### config.mk
export PLATFORM = sky130hd
export DESIGN_NAME = mrelbp_ci_rn
export DESIGN_NICKNAME = d
export VERILOG_FILES = /design/src/rtl/mrelbp_ci_rn.sv
export SDC_FILE = /design/constraint.sdc
export NUM_CORES = 1
export LEC_CHECK = 0
export CAP_MARGIN = 25
export CORE_ASPECT_RATIO = 1.75
export CORE_MARGIN = 1.5
export CORE_UTILIZATION = 51
export DETAILED_ROUTE_END_ITERATION = 16
export PLACE_DENSITY = 0.69
export SYNTH_ARGS = -nofsm -noshare
export SYNTH_HDL_FRONTEND = slang
export SYNTH_SLANG_ARGS = --single-unit
### constraint.sdc
create_clock -name clk -period 7.5 [get_ports clk]
set_clock_uncertainty 0.15 [all_clocks]
set_input_delay 1.125 -clock clk [delete_from_list [all_inputs] [get_ports clk]]
set_output_delay 1.125 -clock clk [all_outputs]
set_load 0.02 [all_outputs]
### src/rtl/mrelbp_ci_rn.sv
// MRELBP centre-intensity (CI) bit generator for a (2R+1)x(2R+1) window.
// Accepts one vertical K-pixel column per valid cycle, keeps a sliding
// K-column window sum along the line and compares it with centre*K*K.
// Three-stage pipeline: column reduce, window update, compare.
module mrelbp_ci_rn #(
  parameter int DATA_W = 8,
  parameter int RADIUS = 6,
  parameter int COLS   = 15,
  parameter int ROWS   = 15
) (
  input  logic                                 clk,
  input  logic                                 rst,
  input  logic                                 valid_i,
  input  logic                                 sof_i,
  input  logic                                 mode_i,
  input  logic [(2*RADIUS+1)*DATA_W-1:0]       col_i,
  output logic                                 ci_o,
  output logic                                 valid_o,
  output logic                                 line_done_o,
  output logic                                 progress_done_o
);

  localparam int K     = 2 * RADIUS + 1;
  localparam int KK    = K * K;
  localparam int SUM_W = DATA_W + $clog2(KK);
  localparam int LINES = ROWS - 2 * RADIUS;
  localparam int XC_W  = $clog2(COLS);
  localparam int YC_W  = $clog2(LINES + 1);
  localparam logic [SUM_W-1:0] KK_S = SUM_W'(KK);

  // Column element unpack, j=0 is the top pixel.
  logic [DATA_W-1:0] pix [K];
  for (genvar gi = 0; gi < K; gi++) begin : g_unpack
    assign pix[gi] = col_i[gi*DATA_W +: DATA_W];
  end

  // Vertical sum of the incoming column.
  logic [SUM_W-1:0] colsum_d;
  always_comb begin
    colsum_d = '0;
    for (int j = 0; j < K; j++) begin
      colsum_d = colsum_d + SUM_W'(pix[j]);
    end
  end

  // Position of the incoming column; sof_i forces the start of a new frame.
  logic [XC_W-1:0] xc_q, xc_cur;
  logic [YC_W-1:0] yc_q, yc_cur;
  logic            last_col, last_line;
  always_comb begin
    xc_cur    = sof_i ? '0 : xc_q;
    yc_cur    = sof_i ? '0 : yc_q;
    last_col  = (xc_cur == XC_W'(COLS - 1));
    last_line = (yc_cur == YC_W'(LINES - 1));
  end

  // Stage 1: register column sum, centre pixel and position flags; advance counters.
  logic              s1_valid_q, s1_mode_q, s1_first_q, s1_full_q, s1_ld_q, s1_pd_q;
  logic [SUM_W-1:0]  s1_colsum_q;
  logic [DATA_W-1:0] s1_centre_q;
  always_ff @(posedge clk) begin
    if (rst) begin
      s1_valid_q  <= 1'b0;
      s1_mode_q   <= 1'b0;
      s1_first_q  <= 1'b0;
      s1_full_q   <= 1'b0;
      s1_ld_q     <= 1'b0;
      s1_pd_q     <= 1'b0;
      s1_colsum_q <= '0;
      s1_centre_q <= '0;
      xc_q        <= '0;
      yc_q        <= '0;
    end else begin
      s1_valid_q <= valid_i;
      if (valid_i) begin
        s1_colsum_q <= colsum_d;
        s1_centre_q <= pix[RADIUS];
        s1_mode_q   <= mode_i;
        s1_first_q  <= (xc_cur == '0);
        s1_full_q   <= (xc_cur >= XC_W'(K - 1));
        s1_ld_q     <= last_col;
        s1_pd_q     <= last_col && last_line;
        if (last_col) begin
          xc_q <= '0;
          yc_q <= last_line ? '0 : yc_cur + YC_W'(1);
        end else begin
          xc_q <= xc_cur + XC_W'(1);
          yc_q <= yc_cur;
        end
      end
    end
  end

  // Stage 2: slide the window sum and the centre delay line on valid columns only.
  logic [SUM_W-1:0]  hist_q [K];
  logic [DATA_W-1:0] cen_q  [RADIUS+1];
  logic [SUM_W-1:0]  win_sum_q;
  logic              s2_valid_q, s2_mode_q, s2_ld_q, s2_pd_q;
  always_ff @(posedge clk) begin
    if (rst) begin
      for (int i = 0; i < K; i++) hist_q[i] <= '0;
      for (int i = 0; i <= RADIUS; i++) cen_q[i] <= '0;
      win_sum_q  <= '0;
      s2_valid_q <= 1'b0;
      s2_mode_q  <= 1'b0;
      s2_ld_q    <= 1'b0;
      s2_pd_q    <= 1'b0;
    end else begin
      s2_valid_q <= s1_valid_q && s1_full_q;
      if (s1_valid_q) begin
        s2_mode_q <= s1_mode_q;
        s2_ld_q   <= s1_ld_q;
        s2_pd_q   <= s1_pd_q;
        // First column of a line starts from an empty history.
        win_sum_q <= s1_first_q ? s1_colsum_q
                                : win_sum_q + s1_colsum_q - hist_q[K-1];
        hist_q[0] <= s1_colsum_q;
        for (int i = 1; i < K; i++) hist_q[i] <= s1_first_q ? '0 : hist_q[i-1];
        cen_q[0] <= s1_centre_q;
        for (int i = 1; i <= RADIUS; i++) cen_q[i] <= cen_q[i-1];
      end
    end
  end

  // Stage 3: compare scaled centre with the window sum; ci_o holds between outputs.
  logic [SUM_W-1:0] scaled_d;
  assign scaled_d = SUM_W'(cen_q[RADIUS]) * KK_S;

  always_ff @(posedge clk) begin
    if (rst) begin
      ci_o            <= 1'b0;
      valid_o         <= 1'b0;
      line_done_o     <= 1'b0;
      progress_done_o <= 1'b0;
    end else begin
      valid_o         <= s2_valid_q;
      line_done_o     <= s2_valid_q && s2_ld_q;
      progress_done_o <= s2_valid_q && s2_pd_q;
      if (s2_valid_q) begin
        ci_o <= s2_mode_q ? (scaled_d > win_sum_q) : (scaled_d >= win_sum_q);
      end
    end
  end

endmodule
Word-level counts from Yosys, hierarchy flattened
Memories as Yosys holds them, arrays and structs flattened.
Cells that the tools add are included.
{"block": "word_totals", "reg_bits": 60, "ramBits": 264, "in_bits": 109, "word_cells": 112, "mem_count": 2}
{"block": "classes", "addsub": 16, "n_mul": 1, "n_lt_le_gt_ge": 3, "n_eq_ne": 2, "mux": 44, "bitwise": 20, "n_reduce_logical": 5}
{"memory": "hist_q", "words": 13, "word_bits": 16, "rd": 13, "rd_clocked_by_memory_dff": 0, "write_ports": 13, "line_no": "95", "text": "logic [SUM_W-1:0] hist_q [K];"}
{"memory": "cen_q", "words": 7, "word_bits": 8, "rd": 7, "rd_clocked_by_memory_dff": 0, "write_ports": 7, "line_no": "96", "text": "logic [DATA_W-1:0] cen_q [RADIUS+1];"}
{"op": "$mux 16", "n": 26}
{"op": "$add 16x8->16", "n": 4}
{"op": "$mux 8", "n": 7}
{"op": "$or 1x1->1", "n": 20}
{"op": "$add 15x8->16", "n": 1}
{"op": "$add 16x16->16", "n": 1}
{"op": "$ge 16x16->1", "n": 1}
{"op": "$gt 16x16->1", "n": 1}
{"op": "$mul 8x8->16 const B", "n": 1}
{"op": "$sub 16x16->16", "n": 1}
{"op": "$add 14x8->15", "n": 1}
{"op": "$add 13x8->14", "n": 1}
{"op": "$add 12x8->13", "n": 1}
{"op": "$add 11x8->12", "n": 1}
{"op": "$add 10x8->11", "n": 1}
{"op": "$add 9x8->10", "n": 1}
{"op": "$add 8x8->9", "n": 1}
{"op": "$mux 4", "n": 2}
{"op": "$mux 1", "n": 6}
{"op": "$mux 2", "n": 3}
{"op": "$add 4x1->4 const B", "n": 1}
{"op": "$eq 4x4->1 const B", "n": 1}
{"op": "$ge 4x4->1 const B", "n": 1}
{"op": "$logic_and 1x1->1", "n": 4}
{"op": "3 further kinds", "n": 3}

Logic depth before layout (Yosys ltp)
Gate-level depths: netlist of run 1.
{"block": "depth", "word_depth": 12, "mapped_depth": 19, "depth_no_buf": 19}

Least setup slack after synthesis of run 1
Ideal clock, no wire load.
{"block": "synth_path", "path_kind": "input to register", "start": "input rst", "end": "register win_sum_q[15]", "arrival_ns": 6.125, "slack_ns": 1.096, "path_stages": 5, "path_cell_list": "nor2_1 > inv_1 > o21ai_0 > o21ai_0 > o31ai_1"}
{"element": "start, declared", "line_no": "12", "text": "input logic rst,"}
{"element": "end signal, assigned", "line_no": "115", "text": "win_sum_q <= s1_first_q ? s1_colsum_q"}
{"element": "end, declared", "line_no": "97", "text": "logic [SUM_W-1:0] win_sum_q;"}

Worst setup path in the final report of run 1
{"block": "layout_path", "start": "input col_i[26]", "end": "register s1_colsum_q[10]"}
{"block": "layout_between", "elab_chain_len": 10}
{"element": "start, declared", "line_no": "16", "text": "input logic [(2*RADIUS+1)*DATA_W-1:0] col_i,"}
{"element": "$add 10x8->11", "line_no": "42", "text": "colsum_d = colsum_d + SUM_W'(pix[j]);"}
{"element": "$add 11x8->12", "line_no": "42"}
{"element": "$add 12x8->13", "line_no": "42"}
{"element": "$add 13x8->14", "line_no": "42"}
{"element": "$add 14x8->15", "line_no": "42"}
{"element": "$add 15x8->16", "line_no": "42"}
{"element": "$add 16x8->16 (4 in a row)", "line_no": "42"}
{"element": "end signal, assigned", "line_no": "76", "text": "s1_colsum_q <= colsum_d;"}
{"element": "end, declared", "line_no": "59", "text": "logic [SUM_W-1:0] s1_colsum_q;"}
No other way between the ends.
A chain may end at the register's enable or synchronous reset.

==> flow_summary.toml, run 1 <==
[yosys]
syn_nets = 1534
seq_area_frac_synth_pct = 50.3
netlist.area_leader.share_pct = 42.7
synth_edf_count = 212
ys_ff_latch = 268
syn_area_per_cell_um2 = 12.1
synth.top_cells.by_count = "212 x edfxtp_1, 206 x inv_1, 108 x and3_1"
synth_top_cell_by_area = "edfxtp_1"
synth_cell_types = 55
syn_inst = 1233
yosysMostFrequentCell = "edfxtp_1"
yosys-top-cells-area = "edfxtp_1 43%, fa_1 14%, dfxtp_1 7.5%"
netlist_area_um2 = 14900
async_reset_ff_share_pct = 0
yosys_warnings = 0
yosys_most_used_dff = "edfxtp_1"

[global_route]
grt_pass1_vias = 9443
grt_pass1_wl_um = 46200
grt_max_degree = 142
antenna_found_initial = 0
track_usage_pct = 19.0
overflow = 0

[route]
routed_wl_um = 27700
routed_via_density = 5.24
drtIter0Drc = 558
drc = 0
drtPass1Iterations = 4
vias = 9040
ant_nets = 0
wire_per_inst_um = 16.0

[setup_path]
worstSetupPathType = "in -> reg"
end_kind = "flip-flop"
required_ps = 7740
cp-start-kind = "primary input"
crit_fanout = 2
crit_arrival_ps = 5870

[placement]
place_congestion = 0.849
io_buffers = 112
dp_cells = 1679
hpwlAfterDp_um = 19900
place_area_um2 = 16400
dp_slack_ps = 1280

[finish]
layout-drive-gt1-share_pct = 4.53
n_antenna_cell = 0
nets = 1629
final_cells = 1724
fin_area_um2 = 17200
postLayoutCoreUtil_pct = 59.7
fillers = 2368
synthToLayoutAreaGrowth_pct = 15.2

[timing]
fmax_mhz = 178
finalCriticalPeriod_ps = 5630
rsz0062_at_grt = "no"
fin_tns_setup_ps = 0
holdWs_ps = 315
post-route-period-util_pct = 75.0
finalHoldViolations = 0
worstMarginPinSlew_ps = 1000
slew_headroom_pct = 33.2
worst_slack_ps = 1870
slew_viol_final = 0
setup_viol = 0

[clocking]
postCtsSetupRepairBufs = 0
post_cts_resize_count = 0
insertion_delay_ps = 540
clock-sinks = 268
cts_tree = "yes"
cts_root_buf = "clkbuf_16"
clk_pin_slew_ps = 60
holdBufCountCts = 0
cts_made_buffers = 25
clockBufferDepth = 3
cts-htree-levels = 1

[floorplanning]
num_rows = 82
start_util_pct = 51.9
dieArea_um2 = 30300
die_x_um = 132
die_h_um = 229
core_um2 = 28700
num_io_pins = 113

[power_and_ir_drop]
irDropWorstVdd_v = 0.000271
power.total_mw = 5.51
power_leakage_nw = 7.74
p_per_area_nw_per_um2 = 321

[run_status]
outcome = "finished, final reports clean"

[min_path]
hold_class = "reg -> reg"

[flow_run]
cap_violations = 0
## cells in the final DEF (no fill, tap or decap), drive strengths merged, types with 6 or more instances in the layout
cell type / count
a211oi: 11
a21o: 18
a21oi: 34
and2: 100
and3: 108
buf: 8
clkbuf: 27
clkdlybuf4s50: 110
clkinv: 11
dfxtp: 56
edfxtp: 212
fa: 104
ha: 88
inv: 208
mux2i: 29
nand2: 23
nand3: 6
nand4: 7
nor2: 55
nor2b: 13
nor3: 7
o21ai: 27
o21bai: 6
xnor2: 12
xor2: 7
## metal layers
layer  routed length (um)  GRT usage [%]  vias up
li1                     -              -     4349
met1                11000           22.2     4421
met2                14600           34.9      217
met3                 1070           2.52       53
met4                  998           7.80        0
met5                    0              0        -
## cells by family after synthesis
group                      synth area share (%)
buffers and inverters                      6.48
xor gates and xnor gates                   1.12
adders and majority gates                  21.4
and+or+nand+nor                            13.1
muxes                                      1.95
AOI/OAI and AO/OA                          5.69
DFF                                        50.3
## area by class of cell
| type | count | area [um2] | share of cell area (%) |
|---|---|---|---|
| Timing Repair Buffer | 118 | 1160 | 6.74 |
| Sequential cell | 268 | 7490 | 43.6 |
| Multi-Input combinational cell | 709 | 6460 | 37.6 |
| Inverter | 206 | 781 | 4.55 |
| Clock buffer | 27 | 643 | 3.75 |
| Clock inverter | 18 | 160 | 0.933 |
| Tap cell | 378 | 473 | 2.76 |
## sequential cells by signal (all words and copies together), names as in the netlist, 2 cells and up
signal       count
yc_q             2
cen_q           56
s1_centre_q      8
hist_q         156
xc_q             4
s1_colsum_q     12
win_sum_q       16
## critical path, stage by stage
cell	delay, ps
clkdlybuf4s50_1	460
inv_1	60
fa_1	520
inv_1	50
fa_1	550
fa_1	440
fa_1	520
fa_1	490
ha_1	240
fa_1	410
a21o_1	180
a21oi_1	210
o21bai_1	90
a21oi_1	200
o21ai_0	150
nand2_1	80
o221ai_1	90
## power breakdown
part           switching (mW)  total [mW]  internal, mW  leakage [nW]
Sequential             0.0685        1.80          1.73          2.72
Combinational            1.33        2.46          1.13          4.62
Clock                   0.554        1.25         0.695         0.391
## final timing paths
| kind | depth (start not counted) | slack, ps | to | startpoint |
|---|---|---|---|---|
| worst max register to register | 19 | 2550 | ci_o$_SDFFE_PP0P_ | cen_q[0][49]$_SDFFCE_PP0P_ |
| worst min register to register | 1 | 320 | s2_valid_q$_SDFF_PP0_ | s1_full_q$_SDFFE_PP0P_ |
| worst max-delay path | 17 | 1870 | s1_colsum_q[10]$_SDFFE_PP0P_ | col_i[26] |
| worst min-delay path | 1 | 320 | s2_valid_q$_SDFF_PP0_ | s1_full_q$_SDFFE_PP0P_ |
Note: power is estimated with default switching activity, not from simulation.
==> run 2: changes to the inputs <==
- clock period: 7.5 -> 5.5 ns (I/O delays scaled with it)
==> run 2 against run 1 <==
  * Global-route usage is 0.10 points lower
  * Register-to-register slack worse by 2000 ps
  * Count of clock-buffer cells in the layout is 1 higher
  * Cell count is 0.93% higher
  * Critical path depth stayed put
  * Via count is 0.59% higher
  * Routed wire length is 0.36% higher
  * Die area stayed put
  * Critical endpoint unchanged
==> flow_summary.toml, run 2 (same netlist as run 1, synthesis figures left out) <==
[run_status]
outcome = "finished, final reports clean"

[setup_path]
worstSetupPathType = "in -> reg"
crit_fanout = 2
cpMaxStageDelayCell = "fa_1"
cp_common_cell = "fa_1"
end_kind = "flip-flop"
required_ps = 5750
cp-start-kind = "primary input"
crit_arrival_ps = 5490
cp_cell_sequence = "clkdlybuf4s50_1 -> inv_1 -> fa_1 -> inv_1 -> fa_1 -> fa_1 -> fa_1 -> fa_1 -> ha_1 -> fa_1 -> a21o_1 -> a21oi_1 -> o21bai_1 -> a21oi_2 -> o21ai_0 -> nand2_1 -> o221ai_1"
max_stage_delay_ps = 550

[timing]
slew_viol_final = 0
rsz0062_at_grt = "no"
worst_slack_ps = 262
post-route-period-util_pct = 95.2
setup_viol = 0
finalCriticalPeriod_ps = 5240
worstMarginPinSlew_ps = 1020
fmax_mhz = 191
holdWs_ps = 320
finalHoldViolations = 0
fin_tns_setup_ps = 0
slew_headroom_pct = 31.7

[finish]
reg_top3 = "hist_q x156, cen_q x56, win_sum_q x16"
final_cell_mix = "212 x edfxtp_1, 205 x inv_1, 110 x clkdlybuf4s50_1"
postLayoutCoreUtil_pct = 60.5
layout-drive-gt1-share_pct = 5.80
final_cells = 1740
fin_area_um2 = 17400
top_register = "hist_q"
layout_commonest_cell = "edfxtp_1"
synthToLayoutAreaGrowth_pct = 16.7
n_antenna_cell = 0
largest_reg_flops = 156
nets = 1644

[clocking]
clk_pin_slew_ps = 70
holdBufCountCts = 0
cts-htree-levels = 1
clock-sinks = 268
clockBufferDepth = 3
insertion_delay_ps = 550
cts_root_buf = "clkbuf_16"
cts_tree = "yes"
cts_made_buffers = 25

[power_and_ir_drop]
irDropWorstVdd_v = 0.000353
power.total_mw = 7.92
p_per_area_nw_per_um2 = 456
power_leakage_nw = 7.85

[route]
drtPass1Iterations = 6
drc = 0
drtIter0Drc = 572
vias = 9093
ant_nets = 0
wire_per_inst_um = 16.0
routed_via_density = 5.23
routed_wl_um = 27800

[floorplanning]
die_h_um = 229
dieArea_um2 = 30300
num_rows = 82
num_io_pins = 113
die_x_um = 132
start_util_pct = 51.9
core_um2 = 28700

[placement]
place_area_um2 = 16500
dp_cells = 1693
place_congestion = 0.864
io_buffers = 112
hpwlAfterDp_um = 19900
dp_slack_ps = -390

[global_route]
antenna_found_initial = 0
grt_pass1_vias = 9571
grt_pass1_wl_um = 46000
track_usage_pct = 18.9
overflow = 0
grt_max_degree = 145

[min_path]
hold_class = "reg -> reg"

[flow_run]
cap_violations = 0
run 2: cell count changes in the layout (fill, tap and decap cells not counted), sizes merged:
| cell | previous run | this run |
|---|---|---|
| buf | 8 | 23 |
| bufinv | 2 | 4 |
| clkbuf | 27 | 28 |
| clkinv | 11 | 10 |
| inv | 208 | 207 |
run 2: critical path, delay by kind of cell:
family / cells / cell delay, ps
AO/OA/AOI/OAI: 6 / 860
AND/OR/NAND/NOR: 1 / 70
buffers and inverters: 3 / 570
adder cells (fa/ha/maj): 7 / 3170
run 2: cell type report:
type	count	area, um2
fill	2312	11300
sequential	268	7490
multi-input combinational	709	6460
timing repair buffer	133	1310
inverter	206	777
clock buffer	28	647
tap	378	473
clock inverter	18	224
run 2: final timing paths:
kind                                    from                           end  slack (ps)  cells past startpoint
setup reg to reg  cen_q[0][50]$_SDFFCE_PP0P_             ci_o$_SDFFE_PP0P_         510                     18
hold reg to reg       s1_full_q$_SDFFE_PP0P_         s2_valid_q$_SDFF_PP0_         320                      1
setup / recovery                   col_i[26]  s1_colsum_q[10]$_SDFFE_PP0P_         260                     17
hold / removal        s1_full_q$_SDFFE_PP0P_         s2_valid_q$_SDFF_PP0_         320                      1
run 2: per-layer routing:
metal | up-vias | part of all wire [%] | global-route usage [%]
met4 | 0 | 3.6 | 7.49
met3 | 59 | 3.5 | 2.32
met2 | 200 | 54 | 35.3
met5 | - | 0 | 0
met1 | 4455 | 39 | 21.8
li1 | 4379 | - | -
run 2: repair_timing:
item,CTS,global route
resized for setup,0,1
hold endpoints to repair,0,0
setup buffers,0,0
setup endpoints to repair,0,1
run 2: where the power goes:
group / switching [mW] / internal [mW] / total [mW]
Clock: 0.770 / 1.05 / 1.82
Sequential: 0.0862 / 2.36 / 2.44
Combinational: 1.89 / 1.77 / 3.66
Total: 2.75 / 5.18 / 7.92
